===== config.mk =====
export PLATFORM = sky130hd
export DESIGN_NAME = cv32e40p_obi_mem_slave
export DESIGN_NICKNAME = d
export VERILOG_FILES = /design/src/rtl/cv32e40p_obi_mem_slave.sv
export SDC_FILE = /design/constraint.sdc
export NUM_CORES = 1
export LEC_CHECK = 0
export ABC_CLOCK_PERIOD_IN_PS = 3300
export CAP_MARGIN = 20
export CELL_PAD_IN_SITES_DETAIL_PLACEMENT = 0
export CELL_PAD_IN_SITES_GLOBAL_PLACEMENT = 1
export CORE_MARGIN = 2
export CORE_UTILIZATION = 31
export DETAILED_ROUTE_END_ITERATION = 8
export GPL_TIMING_DRIVEN = 1
export PLACE_DENSITY_LB_ADDON = 0.25
export SLEW_MARGIN = 10
export SYNTH_ARGS = -nofsm -noshare
export SYNTH_HDL_FRONTEND = slang
export SYNTH_SLANG_ARGS = --single-unit

===== constraint.sdc =====
create_clock -name clk_i -period 3.3 [get_ports clk_i]
set_clock_uncertainty 0.1 [all_clocks]
set_input_delay 0.66 -clock clk_i [delete_from_list [all_inputs] [get_ports clk_i]]
set_output_delay 0.66 -clock clk_i [all_outputs]
set_load 0.02 [all_outputs]

===== src/rtl/cv32e40p_obi_mem_slave.sv =====
// ---------------------------------------------------------------------------
// cv32e40p_obi_mem_slave
//
// OBI slave front-end for a single-port SRAM macro that has a 1-cycle read
// latency. Core requests are granted while there is room for their
// responses. Each granted access reaches the SRAM in the same cycle. Its
// response is formed one cycle later. The response goes straight to the
// core when nothing is queued ahead of it. Otherwise it is parked in an
// in-order response FIFO.
//
// Ports
//   clk_i, rst_ni          clock, synchronous active-low reset
//   req_i / gnt_o          OBI address-phase handshake
//   addr_i, we_i, be_i,    OBI request attributes (byte address, bits [1:0]
//   wdata_i                ignored)
//   rvalid_o, rdata_o,     OBI response phase (no back-pressure from core)
//   err_o
//   gnt_stall_i            forces gnt_o low (wait-state injection)
//   rvalid_stall_i         holds responses back (wait-state injection)
//   mem_req_o, mem_we_o,   SRAM strobe and write controls
//   mem_addr_o, mem_be_o,
//   mem_wdata_o
//   mem_rdata_i            SRAM read data, valid the cycle after a read strobe
// ---------------------------------------------------------------------------
module cv32e40p_obi_mem_slave #(
  parameter  int unsigned MEM_WORDS  = 4096,
  parameter  int unsigned RESP_DEPTH = 2,
  localparam int unsigned MEM_AW     = $clog2(MEM_WORDS)
) (
  input  logic              clk_i,
  input  logic              rst_ni,
  input  logic              req_i,
  output logic              gnt_o,
  input  logic [31:0]       addr_i,
  input  logic              we_i,
  input  logic [3:0]        be_i,
  input  logic [31:0]       wdata_i,
  output logic              rvalid_o,
  output logic [31:0]       rdata_o,
  output logic              err_o,
  input  logic              gnt_stall_i,
  input  logic              rvalid_stall_i,
  output logic              mem_req_o,
  output logic              mem_we_o,
  output logic [MEM_AW-1:0] mem_addr_o,
  output logic [3:0]        mem_be_o,
  output logic [31:0]       mem_wdata_o,
  input  logic [31:0]       mem_rdata_i
);

  localparam int unsigned PTR_W = (RESP_DEPTH > 1) ? $clog2(RESP_DEPTH) : 1;
  localparam int unsigned CNT_W = $clog2(RESP_DEPTH + 1);
  localparam logic [PTR_W-1:0] LAST_PTR  = PTR_W'(RESP_DEPTH - 1);
  localparam logic [CNT_W-1:0] FULL_CNT  = CNT_W'(RESP_DEPTH);
  localparam logic [CNT_W:0]   DEPTH_OCC = (CNT_W + 1)'(RESP_DEPTH);

  // Response FIFO storage and control
  logic [31:0]           fifo_rdata_reg [RESP_DEPTH];
  logic [RESP_DEPTH-1:0] fifo_err_reg;
  logic [PTR_W-1:0]      wr_ptr_reg, wr_ptr_next;
  logic [PTR_W-1:0]      rd_ptr_reg, rd_ptr_next;
  logic [CNT_W-1:0]      fifo_cnt_reg, fifo_cnt_next;

  // The transaction granted in the previous cycle whose response forms now
  logic                  pend_reg, pend_we_reg, pend_err_reg;

  logic [CNT_W:0]        occ;
  logic                  in_range;
  logic                  accept;
  logic                  fifo_empty, fifo_full;
  logic [31:0]           resp_rdata;
  logic                  bypass, push, pop;
  logic                  unused_addr_lsb;

  function automatic logic [PTR_W-1:0] ptr_inc(input logic [PTR_W-1:0] p);
    return (p == LAST_PTR) ? '0 : p + 1'b1;
  endfunction

  assign unused_addr_lsb = ^addr_i[1:0];

  // Every outstanding transaction is either parked in the FIFO or in flight
  // in the pend stage. Grant only while a slot is guaranteed for its response.
  assign occ      = {1'b0, fifo_cnt_reg} + {{CNT_W{1'b0}}, pend_reg};
  assign in_range = {2'b00, addr_i[31:2]} < 32'(MEM_WORDS);

  // Gated by rst_ni so that nothing is granted or strobed during reset.
  assign gnt_o  = rst_ni && req_i && !gnt_stall_i && (occ < DEPTH_OCC);
  assign accept = gnt_o;

  assign mem_req_o   = accept && in_range;
  assign mem_we_o    = we_i;
  assign mem_be_o    = be_i;
  assign mem_wdata_o = wdata_i;
  assign mem_addr_o  = addr_i[MEM_AW+1:2];

  assign fifo_empty = (fifo_cnt_reg == '0);
  assign fifo_full  = (fifo_cnt_reg == FULL_CNT);

  // Only a successful read returns SRAM data. Writes and errors return zero.
  assign resp_rdata = (!pend_we_reg && !pend_err_reg) ? mem_rdata_i : '0;

  // The fresh response may skip the FIFO only when nothing is queued ahead of it.
  assign bypass   = pend_reg && fifo_empty && !rvalid_stall_i;
  assign push     = pend_reg && !bypass;
  assign rvalid_o = rst_ni && (!fifo_empty || bypass) && !rvalid_stall_i;
  assign pop      = rvalid_o && !fifo_empty;

  always_comb begin
    rdata_o = '0;
    err_o   = 1'b0;
    if (rvalid_o) begin
      if (!fifo_empty) begin
        rdata_o = fifo_rdata_reg[rd_ptr_reg];
        err_o   = fifo_err_reg[rd_ptr_reg];
      end else begin
        rdata_o = resp_rdata;
        err_o   = pend_err_reg;
      end
    end
  end

  always_comb begin
    wr_ptr_next   = push ? ptr_inc(wr_ptr_reg) : wr_ptr_reg;
    rd_ptr_next   = pop  ? ptr_inc(rd_ptr_reg) : rd_ptr_reg;
    fifo_cnt_next = fifo_cnt_reg;
    if (push && !pop) begin
      fifo_cnt_next = fifo_cnt_reg + 1'b1;
    end else if (pop && !push) begin
      fifo_cnt_next = fifo_cnt_reg - 1'b1;
    end
  end

  always_ff @(posedge clk_i) begin
    if (!rst_ni) begin
      pend_reg     <= 1'b0;
      pend_we_reg  <= 1'b0;
      pend_err_reg <= 1'b0;
      wr_ptr_reg   <= '0;
      rd_ptr_reg   <= '0;
      fifo_cnt_reg <= '0;
    end else begin
      pend_reg <= accept;
      if (accept) begin
        pend_we_reg  <= we_i;
        pend_err_reg <= !in_range;
      end
      wr_ptr_reg   <= wr_ptr_next;
      rd_ptr_reg   <= rd_ptr_next;
      fifo_cnt_reg <= fifo_cnt_next;
    end
  end

  // FIFO payload needs no reset: an entry is only read after it was written.
  generate
    for (genvar gi = 0; gi < RESP_DEPTH; gi++) begin : g_fifo_entry
      always_ff @(posedge clk_i) begin
        if (rst_ni && push && (wr_ptr_reg == PTR_W'(gi))) begin
          fifo_rdata_reg[gi] <= resp_rdata;
          fifo_err_reg[gi]   <= pend_err_reg;
        end
      end
    end
  endgenerate

`ifdef CV32E40P_ASSERT_ON
  a_no_push_full: assert property (@(posedge clk_i) disable iff (!rst_ni)
    !(push && fifo_full));
  a_no_pop_empty: assert property (@(posedge clk_i) disable iff (!rst_ni)
    !(pop && fifo_empty));
  a_gnt_req: assert property (@(posedge clk_i) disable iff (!rst_ni)
    gnt_o |-> req_i);
`endif

endmodule


==> results of run 1 <==
[logic make-up (layout without fill, tap and decap cells)]
family / after synthesis / count (layout) / share of synthesized area [%]
compound gates: 75 / 75 / 15.6
flops: 74 / 74 / 52.9
buf+inv: 74 / 126 / 13.2
simple gates: 63 / 63 / 9.23
mux: 33 / 33 / 8.15
xor+xnor: 3 / 3 / 0.649
fa+ha+maj: 1 / 1 / 0.309
[where the power goes]
group	total [mW]	internal (mW)	switching [mW]	leakage, nW
sequential	1.07	1.05	0.0209	0.666
clock	0.808	0.490	0.317	0.116
combinational	0.476	0.215	0.261	0.981
total	2.36	1.76	0.599	1.76
[cell usage after synthesis (2+ instances only)]
| library cell | count | area share [%] |
|---|---|---|
| edfxtp_1 | 66 | 49 |
| buf_4 | 49 | 9.1 |
| and2_1 | 35 | 5.4 |
| a21oi_1 | 33 | 4.1 |
| mux2i_1 | 33 | 8.2 |
| a211oi_2 | 29 | 9.0 |
| buf_2 | 11 | 1.4 |
| buf_6 | 8 | 2.2 |
| dfxtp_1 | 8 | 4.0 |
| nand2_1 | 6 | 0.56 |
| nor4_1 | 6 | 0.93 |
| a211oi_1 | 4 | 0.74 |
| nor2_1 | 4 | 0.37 |
| a21boi_0 | 3 | 0.56 |
| clkbuf_1 | 3 | 0.28 |
| inv_1 | 3 | 0.28 |
| o21ai_0 | 3 | 0.37 |
| nand4_1 | 2 | 0.31 |
| or3_1 | 2 | 0.31 |
| xor2_1 | 2 | 0.43 |
[worst register-to-register path, cell delays in order (launching register included)]
cell      delay (ns)
dfxtp_1         0.43
or2_4           0.20
buf_12          0.24
nand2_1         0.09
ha_1            0.32
or3_1           0.35
a21boi_0        0.16
[how the worst max path moves through the flow]
stage	start	to	slack, ns	cells after the start
4_1_cts	rst_ni	mem_req_o	0.06	6
3_3_place_gp	rst_ni	rdata_o[5]	-0.07	6
6_report	rst_ni	rdata_o[21]	0.08	6
5_1_grt	rst_ni	rdata_o[9]	0.005	6
3_5_place_dp	rst_ni	rdata_o[5]	-0.10	6
2_1_floorplan	rvalid_stall_i	fifo_err_reg[0]	0.48	3
[through the flow]
step                total power [mW]  setup WS (ns)  TNS [ns]  utilization (%)  hold WS (ns)
finish                          2.36         0.0849         0             40.1         0.395
global route                    2.47        0.00501         0             40.1         0.444
CTS                             2.40         0.0577         0             40.1         0.404
detailed placement              1.58         -0.101     -1.07             38.4         0.395
global placement                1.58        -0.0706    -0.572             38.4         0.387
floorplan                       1.49          0.478         0                -         0.347
[layer usage]
layer  GRT usage [%]  up-vias  wire length [microns]
met5               0        -                      0
met4            6.17        0                    218
met3            4.39       29                    689
met2            20.7       79                   4130
met1            14.6     1214                   3690
li1                -     1245                      -
[cell type report]
type / instances / area, sq um / share of cell area [%]
Timing Repair Buffer: 110 / 1080 / 21.2
Clock inverter: 2 / 7.51 / 0.148
Sequential cell: 74 / 2140 / 42.2
Tap cell: 172 / 215 / 4.24
Multi-Input combinational cell: 175 / 1390 / 27.4
Clock buffer: 11 / 233 / 4.58
Inverter: 3 / 11.3 / 0.222
==> flow_metrics.tcl, run 1 <==
set metrics [dict create \
    status "completed" \
    cts_tree "yes" \
    drt_iter0_markers 69 \
    first_global_vias 2660 \
    syn_avg_cell_area_sq_um 12.5 \
    synthDistinctLibCells 33 \
    crit_slowest_cell "clkdlybuf4s50_1" \
    ys_seq_area_share_pct 52.9 \
    ys_seq_elements 74 \
    die_w_microns 118 \
    worstSetupStartpointType "input pin" \
    cp_top_family "buffers and inverters" \
    relSlewSlack_pct 69.3 \
    wl_per_cell_microns 16.0 \
    tightest_slew_ns 0.460 \
    num_vias 2567 \
    critical_path_buf_inv_count 3 \
    hold_viol 0 \
    cts_sinks 74 \
    netlist_instances 323 \
    maxCapViolations 0 \
    start_util_pct 32.0 \
    grt_max_degree 46 \
    synth_ff_type "edfxtp_1" \
    place_inst 534 \
    clock_latency_ns 0.32 \
    crit_fanout 11 \
    dieArea_sq_um 14000 \
    worstPathRequired_ns 2.54 \
    min_path_cells 2 \
    ir_drop_mv 0.179 \
    maxSlewViolCount 0 \
    largest_reg_flops 64 \
    port_buffers 92 \
    drive_gt1_share_pct 17.1 \
    cts_max_level 3 \
    wirelength_microns 8730 \
    cts.path.max_buffers 2 \
    hold_path_class "flop to flop" \
    final_area_sq_um 5080 \
    remaining_drc_errors 0 \
    nets 480 \
    grtUsageTotal_pct 12.6 \
    num_rows 41 \
    ant_nets 0 \
    pwr_density_cell_nw_per_um2 464 \
    crit_path_cell_trace "clkdlybuf4s50_1 > nor2b_2 > o21ai_4 > buf_12 > a211oi_2 > clkdlybuf4s50_1" \
    coreArea_sq_um 12700 \
    p_leak_nw 1.76 \
    cts_root_buffer "clkbuf_16" \
    timing.critical_path.arrival_ns 2.46 \
    cts.repair.resized 27 \
    gp_routability_congestion 0.706 \
    path_common_cell "clkdlybuf4s50_1" \
    synth_edf_count 66 \
    diodes 0 \
    async_reset_ff_share_pct 0 \
    hold_path_end "pend_we_reg" \
    end_kind "output port" \
    fin_crit_ns 3.22 \
    reg2reg_from "fifo_cnt_reg[0]" \
    regToRegEndpoint "fifo_cnt_reg[1]" \
    cts_setup_buffers 0 \
    dr.pass1.iters 4 \
    grt.overflow.total 0 \
    numCtsBuffers 9 \
    critPathKind "input pin to output port" \
    grt_pass1_wl_microns 13800 \
    yosys_warnings 0 \
    cts_hold_buf 0 \
    rsz0062_at_grt "no" \
    holdCritStartpoint "pend_we_reg" \
    critPathMaxStageDelay_ns 0.62 \
    fin_crit_sh_pct 97.4 \
    antenna_found_initial 0 \
    syn-num-nets 430 \
    max_freq_mhz 311 \
    fill_cells 1246 \
    final_common_cell "edfxtp_1" \
    area_growth_pct 25.4 \
    syn_area_sq_um 4050 \
    die_h_microns 118 \
    r2r_slack_ns 1.33 \
    drt-vias-per-instance 4.69 \
    detailed_place_hpwl_microns 5950 \
    layout_common_cells "edfxtp_1 (66), clkdlybuf4s50_1 (64), and2_1 (35)" \
    rr_worst_depth 6 \
    stdcell_count 547 \
    clk_pin_slew_ns 0.05 \
    place_area_sq_um 4870 \
    ioPinCount 191 \
    setup_viol 0 \
]
(Power assumes the default switching activity.)
==> run 2: changes to the inputs <==
Settings changed: CORE_ASPECT_RATIO set to 1.25, GPL_TIMING_DRIVEN 1 to unset.
==> flow_metrics.tcl, run 2 (synthesized netlist as in run 1, its figures left out) <==
set metrics [dict create \
    status "completed" \
    pwr_density_cell_nw_per_um2 521 \
    dieArea_sq_um 14000 \
    cts.path.max_buffers 2 \
    num_rows 46 \
    grt_max_degree 47 \
    cts_root_buffer "clkbuf_16" \
    detailed_place_hpwl_microns 5720 \
    wirelength_microns 8560 \
    max_freq_mhz 307 \
    crit_slowest_cell "clkdlybuf4s50_1" \
    tightest_slew_ns 0.440 \
    critPathMaxStageDelay_ns 0.63 \
    clk_pin_slew_ns 0.06 \
    p_leak_nw 2.02 \
    regArea_sq_um 2140 \
    diodes 0 \
    path_common_cell "clkdlybuf4s50_1" \
    cp_top_family "buffers and inverters" \
    dr.pass1.iters 4 \
    remaining_drc_errors 0 \
    setup_slack_ns 0.0417 \
    start_util_pct 31.9 \
    die_h_microns 132 \
    fin_crit_sh_pct 98.7 \
    drive_gt1_share_pct 17.4 \
    tns_ns 0 \
    port_buffers 92 \
    grt.overflow.total 0 \
    clock_latency_ns 0.33 \
    drt-vias-per-instance 4.80 \
    nets 476 \
    grt_pass1_wl_microns 13400 \
    cts_max_level 3 \
    worstPathRequired_ns 2.54 \
    numCtsBuffers 9 \
    wl_per_cell_microns 15.8 \
    ant_nets 0 \
    timing.critical_path.arrival_ns 2.50 \
    coreArea_sq_um 12700 \
    multiInputGateArea_sq_um 1390 \
    largest_reg_flops 64 \
    antenna_found_initial 0 \
    maxSlewViolCount 0 \
    ir_drop_mv 0.272 \
    fin_crit_ns 3.26 \
    area_growth_pct 29.6 \
    crit_fanout 17 \
    cts_sinks 74 \
    cts_tree "yes" \
    worstSetupStartpointType "input pin" \
    crit_path_cell_trace "clkdlybuf4s50_1 > nor2b_1 > buf_4 > o21ai_4 > buf_12 > a211oi_2 > clkdlybuf4s50_1" \
    end_kind "output port" \
    ioPinCount 191 \
    setup_viol 0 \
    critPathKind "input pin to output port" \
    critical_path_buf_inv_count 4 \
    rsz0062_at_grt "no" \
    pre_cts_ws_ns -0.0390 \
    die_w_microns 106 \
    maxCapViolations 0 \
    hold_path_class "flop to flop" \
    grtUsageTotal_pct 12.4 \
    hold_viol 0 \
    first_global_vias 2733 \
    drt_iter0_markers 69 \
    fill_cells 1203 \
    layout_common_cells "edfxtp_1 (66), clkdlybuf4s50_1 (66), and2_1 (35)" \
    relSlewSlack_pct 70.6 \
    num_vias 2604 \
    gp_routability_congestion 0.747 \
]
run 2: changes by cell type in the layout (fill, tap and decap cells not counted), moves of 2 or more:
cell and delta:
buf_4 -5, clkdlybuf4s50_1 +2, dlymetal6s2s_1 +17, bufinv_16 +4, clkinv_1 -2, dlygate4sd2_1 -19
run 2: report_power, final:
group / switching, mW / internal, mW
clock: 0.352 / 0.834
sequential: 0.0191 / 1.05
combinational: 0.261 / 0.217
run 2: metal layers:
metal	track usage, %	up-vias	part of all wire (%)
met3	3.81	26	5.8
met2	21.3	104	51
met5	0	-	0
met4	5.92	0	2.7
met1	13.8	1234	40
li1	-	1240	-
run 2: path summary, 6_finish.rpt:
path / slack, ns / to / from / cells after the start
max: 0.04 / rdata_o[18] / rst_ni / 7
min: 0.39 / pend_we_reg / pend_we_reg / 2
max reg2reg: 1.46 / fifo_rdata_reg[0][13] / fifo_cnt_reg[0] / 4
min reg2reg: 0.39 / pend_we_reg / pend_we_reg / 2
run 2: worst reg2reg max path, cell delays in order, from the launching register on:
cell and delay (ns):
dfxtp_1 0.45, o31a_1 0.27, nand2_1 0.12, nor2_4 0.36
buf_4 0.24
run 2: final cells by class:
type	instances	area share, %
clock inverters	5	2.38
inverters	3	0.214
multi-input cells	175	26.5
well taps	168	4.00
flip-flops and latches	74	40.8
clock buffers	11	4.62
repair buffers	106	21.5
run 2: per-stage QoR:
step	power (mW)	hold WS, ns	utilization, %	instance area, sq um	std cells
5_1_grt	2.86	0.422	41.3	5250	542
2_1_floorplan	1.49	0.347	-	4050	323
3_3_place_gp	1.57	0.386	38.1	4840	526
3_5_place_dp	1.58	0.385	38.1	4840	526
4_1_cts	2.77	0.394	40.9	5200	542
6_report	2.73	0.389	41.3	5250	542
run 2: repair_timing:
| action | 4_1_cts | 5_1_grt |
|---|---|---|
| cloned | 0 | 0 |
| endpoints found under the setup margin | 7 | 19 |
| resized for setup | 7 | 19 |
| buffers inserted | 0 | 0 |
| pin swaps | 0 | 0 |
| hold buffers | 0 | 0 |
==> run 3: changes to the inputs <==
Settings changed: ABC_AREA set to 1, CORE_UTILIZATION 31 to 30.
==> flow_metrics.tcl, run 3 <==
set metrics [dict create \
    status "completed" \
    wl_per_cell_microns 13.3 \
    coreArea_sq_um 13300 \
    rr_worst_depth 5 \
    synth_top_cell_area_share_pct 48.5 \
    r2r_slack_ns 1.17 \
    fin_crit_sh_pct 96.9 \
    drt_iter0_markers 124 \
    timing.critical_path.arrival_ns 2.44 \
    grtUsageTotal_pct 12.5 \
    cts_tree "yes" \
    first_global_vias 2822 \
    holdCritStartpoint "wr_ptr_reg" \
    stdcell_count 662 \
    ioPinCount 191 \
    crit_fanout 13 \
    synth_ff_type "edfxtp_1" \
    area_growth_pct 26.0 \
    syn_avg_cell_area_sq_um 9.36 \
    ys_seq_elements 74 \
    place_inst 646 \
    cts_root_buffer "clkbuf_16" \
    largest_reg_flops 64 \
    synth_common_cells "nand2_1 (80), inv_1 (71), edfxtp_1 (66)" \
    hold_path_class "flop to flop" \
    tns_ns 0 \
    die_w_microns 108 \
    worstSetupStartpointType "input pin" \
    maxSlewViolCount 0 \
    cts.path.max_buffers 2 \
    async_reset_ff_share_pct 0 \
    setup_viol 0 \
    worstPathRequired_ns 2.54 \
    dieArea_sq_um 14600 \
    netlist_instances 437 \
    synthDistinctLibCells 25 \
    synth-compound-area-share_pct 14.2 \
    maxCapViolations 0 \
    drive_gt1_share_pct 15.3 \
    cts_sinks 74 \
    whs_ns 0.365 \
    diodes 0 \
    nets 593 \
    detailed_place_hpwl_microns 5750 \
    wirelength_microns 8800 \
    yosys.area_share.simple_pct 13.9 \
    critPathKind "input pin to output port" \
    ys_seq_area_share_pct 52.4 \
    yosys_warnings 0 \
    grt.overflow.total 0 \
    tightest_slew_ns 0.670 \
    rsz0062_at_grt "no" \
    synth_largest_area_cell "edfxtp_1" \
    port_buffers 92 \
    fin_crit_ns 3.20 \
    antenna_found_initial 0 \
    start_util_pct 30.8 \
    num_vias 2909 \
    syn_area_sq_um 4090 \
    clk_pin_slew_ns 0.06 \
    synth_adder_area_share_pct 0.306 \
    dr.pass1.iters 4 \
    max_freq_mhz 313 \
    regToRegEndpoint "fifo_rdata_reg[1][11]" \
    synth_area_leaders "edfxtp_1 (48%), buf_4 (9.2%), nand2_1 (7.3%)" \
    drt-vias-per-instance 4.39 \
    final_common_cell "clkdlybuf4s50_1" \
    ant_nets 0 \
    cts_hold_buf 0 \
    reg2reg_from "fifo_cnt_reg[0]" \
    synth_edf_count 66 \
    relSlewSlack_pct 55.3 \
    end_kind "output port" \
    pwr_density_cell_nw_per_um2 452 \
    synth_xor_area_share_pct 0 \
    gp_routability_congestion 0.698 \
    clock_latency_ns 0.33 \
    die_h_microns 135 \
    cts.repair.resized 0 \
    hold_path_end "wr_ptr_reg" \
    min_path_cells 2 \
    syn-num-nets 544 \
    synth_top_family_by_area "buffers and inverters" \
    numCtsBuffers 9 \
    ir_drop_mv 0.180 \
    grt_pass1_wl_microns 13900 \
    cts_max_level 3 \
    grt_max_degree 38 \
    p_leak_nw 1.92 \
    synth_most_common_cell "nand2_1" \
    hold_viol 0 \
    cts_setup_buffers 0 \
    num_rows 47 \
    remaining_drc_errors 0 \
    synthMuxAreaShare_pct 0 \
    layout_common_cells "clkdlybuf4s50_1 (92), nand2_1 (80), inv_1 (71)" \
]
## run 3: changes by cell type after synthesis, sizes merged, moves of 2 or more
cell	change
a211oi	-33
nor2	+47
nor4	-6
mux2i	-33
nand2	+76
and2	-34
buf	-3
or3	-2
xor2	-2
o211ai	+32
a21oi	+6
inv	+73
a21boi	-3
## run 3: layout make-up
class,instances,area (sq um)
clock buffer,9,225
clock inverter,7,45.0
multi-input combinational,219,1190
sequential,74,2140
tap,171,214
inverter,76,285
timing repair buffer,106,1050
fill,1373,8140
## run 3: kinds of logic after synthesis
logic type      after synthesis
flops                        74
compound gates               76
buf+inv                     144
simple gates                142
fa+ha+maj                     1
## run 3: metrics by stage
step	cell area (sq um)	worst slack, ns	utilization (%)	power [mW]
global route	5150	0.0110	38.8	2.45
finish	5150	0.102	38.8	2.33
global placement	4880	0.111	36.7	1.49
CTS	5150	0.0989	38.8	2.37
floorplan	4100	0.437	-	1.41
detailed placement	4880	0.104	36.7	1.49
## run 3: worst max-delay path: stages
cell	delay (ns)
clkdlybuf4s50_1	0.50
inv_2	0.06
nor2_4	0.11
o21ai_4	0.11
buf_12	0.19
a21oi_2	0.16
clkdlybuf4s50_1	0.63
## run 3: worst max path at each step
stage	from	depth (start not counted)	end	slack [ns]
2_1_floorplan	rvalid_stall_i	4	fifo_err_reg[0]	0.44
3_3_place_gp	rst_ni	7	rdata_o[19]	0.11
3_5_place_dp	rst_ni	7	rdata_o[22]	0.10
4_1_cts	rst_ni	7	rdata_o[22]	0.1
5_1_grt	fifo_cnt_reg[0]	6	rdata_o[31]	0.01
6_report	rst_ni	7	rdata_o[22]	0.10
## run 3: layer usage
layer / vias to the layer above / GRT usage (%) / share of wire [%]
met5: - / 0 / 0
met4: 0 / 6.55 / 3.0
met3: 33 / 3.23 / 6.7
met2: 104 / 21.2 / 50
met1: 1310 / 14.3 / 41
li1: 1462 / - / -
## run 3: where the power goes
part,leakage [nW],switching [mW],internal (mW)
Clock,0.125,0.364,0.505
Combinational,1.12,0.243,0.161
Sequential,0.666,0.00872,1.05
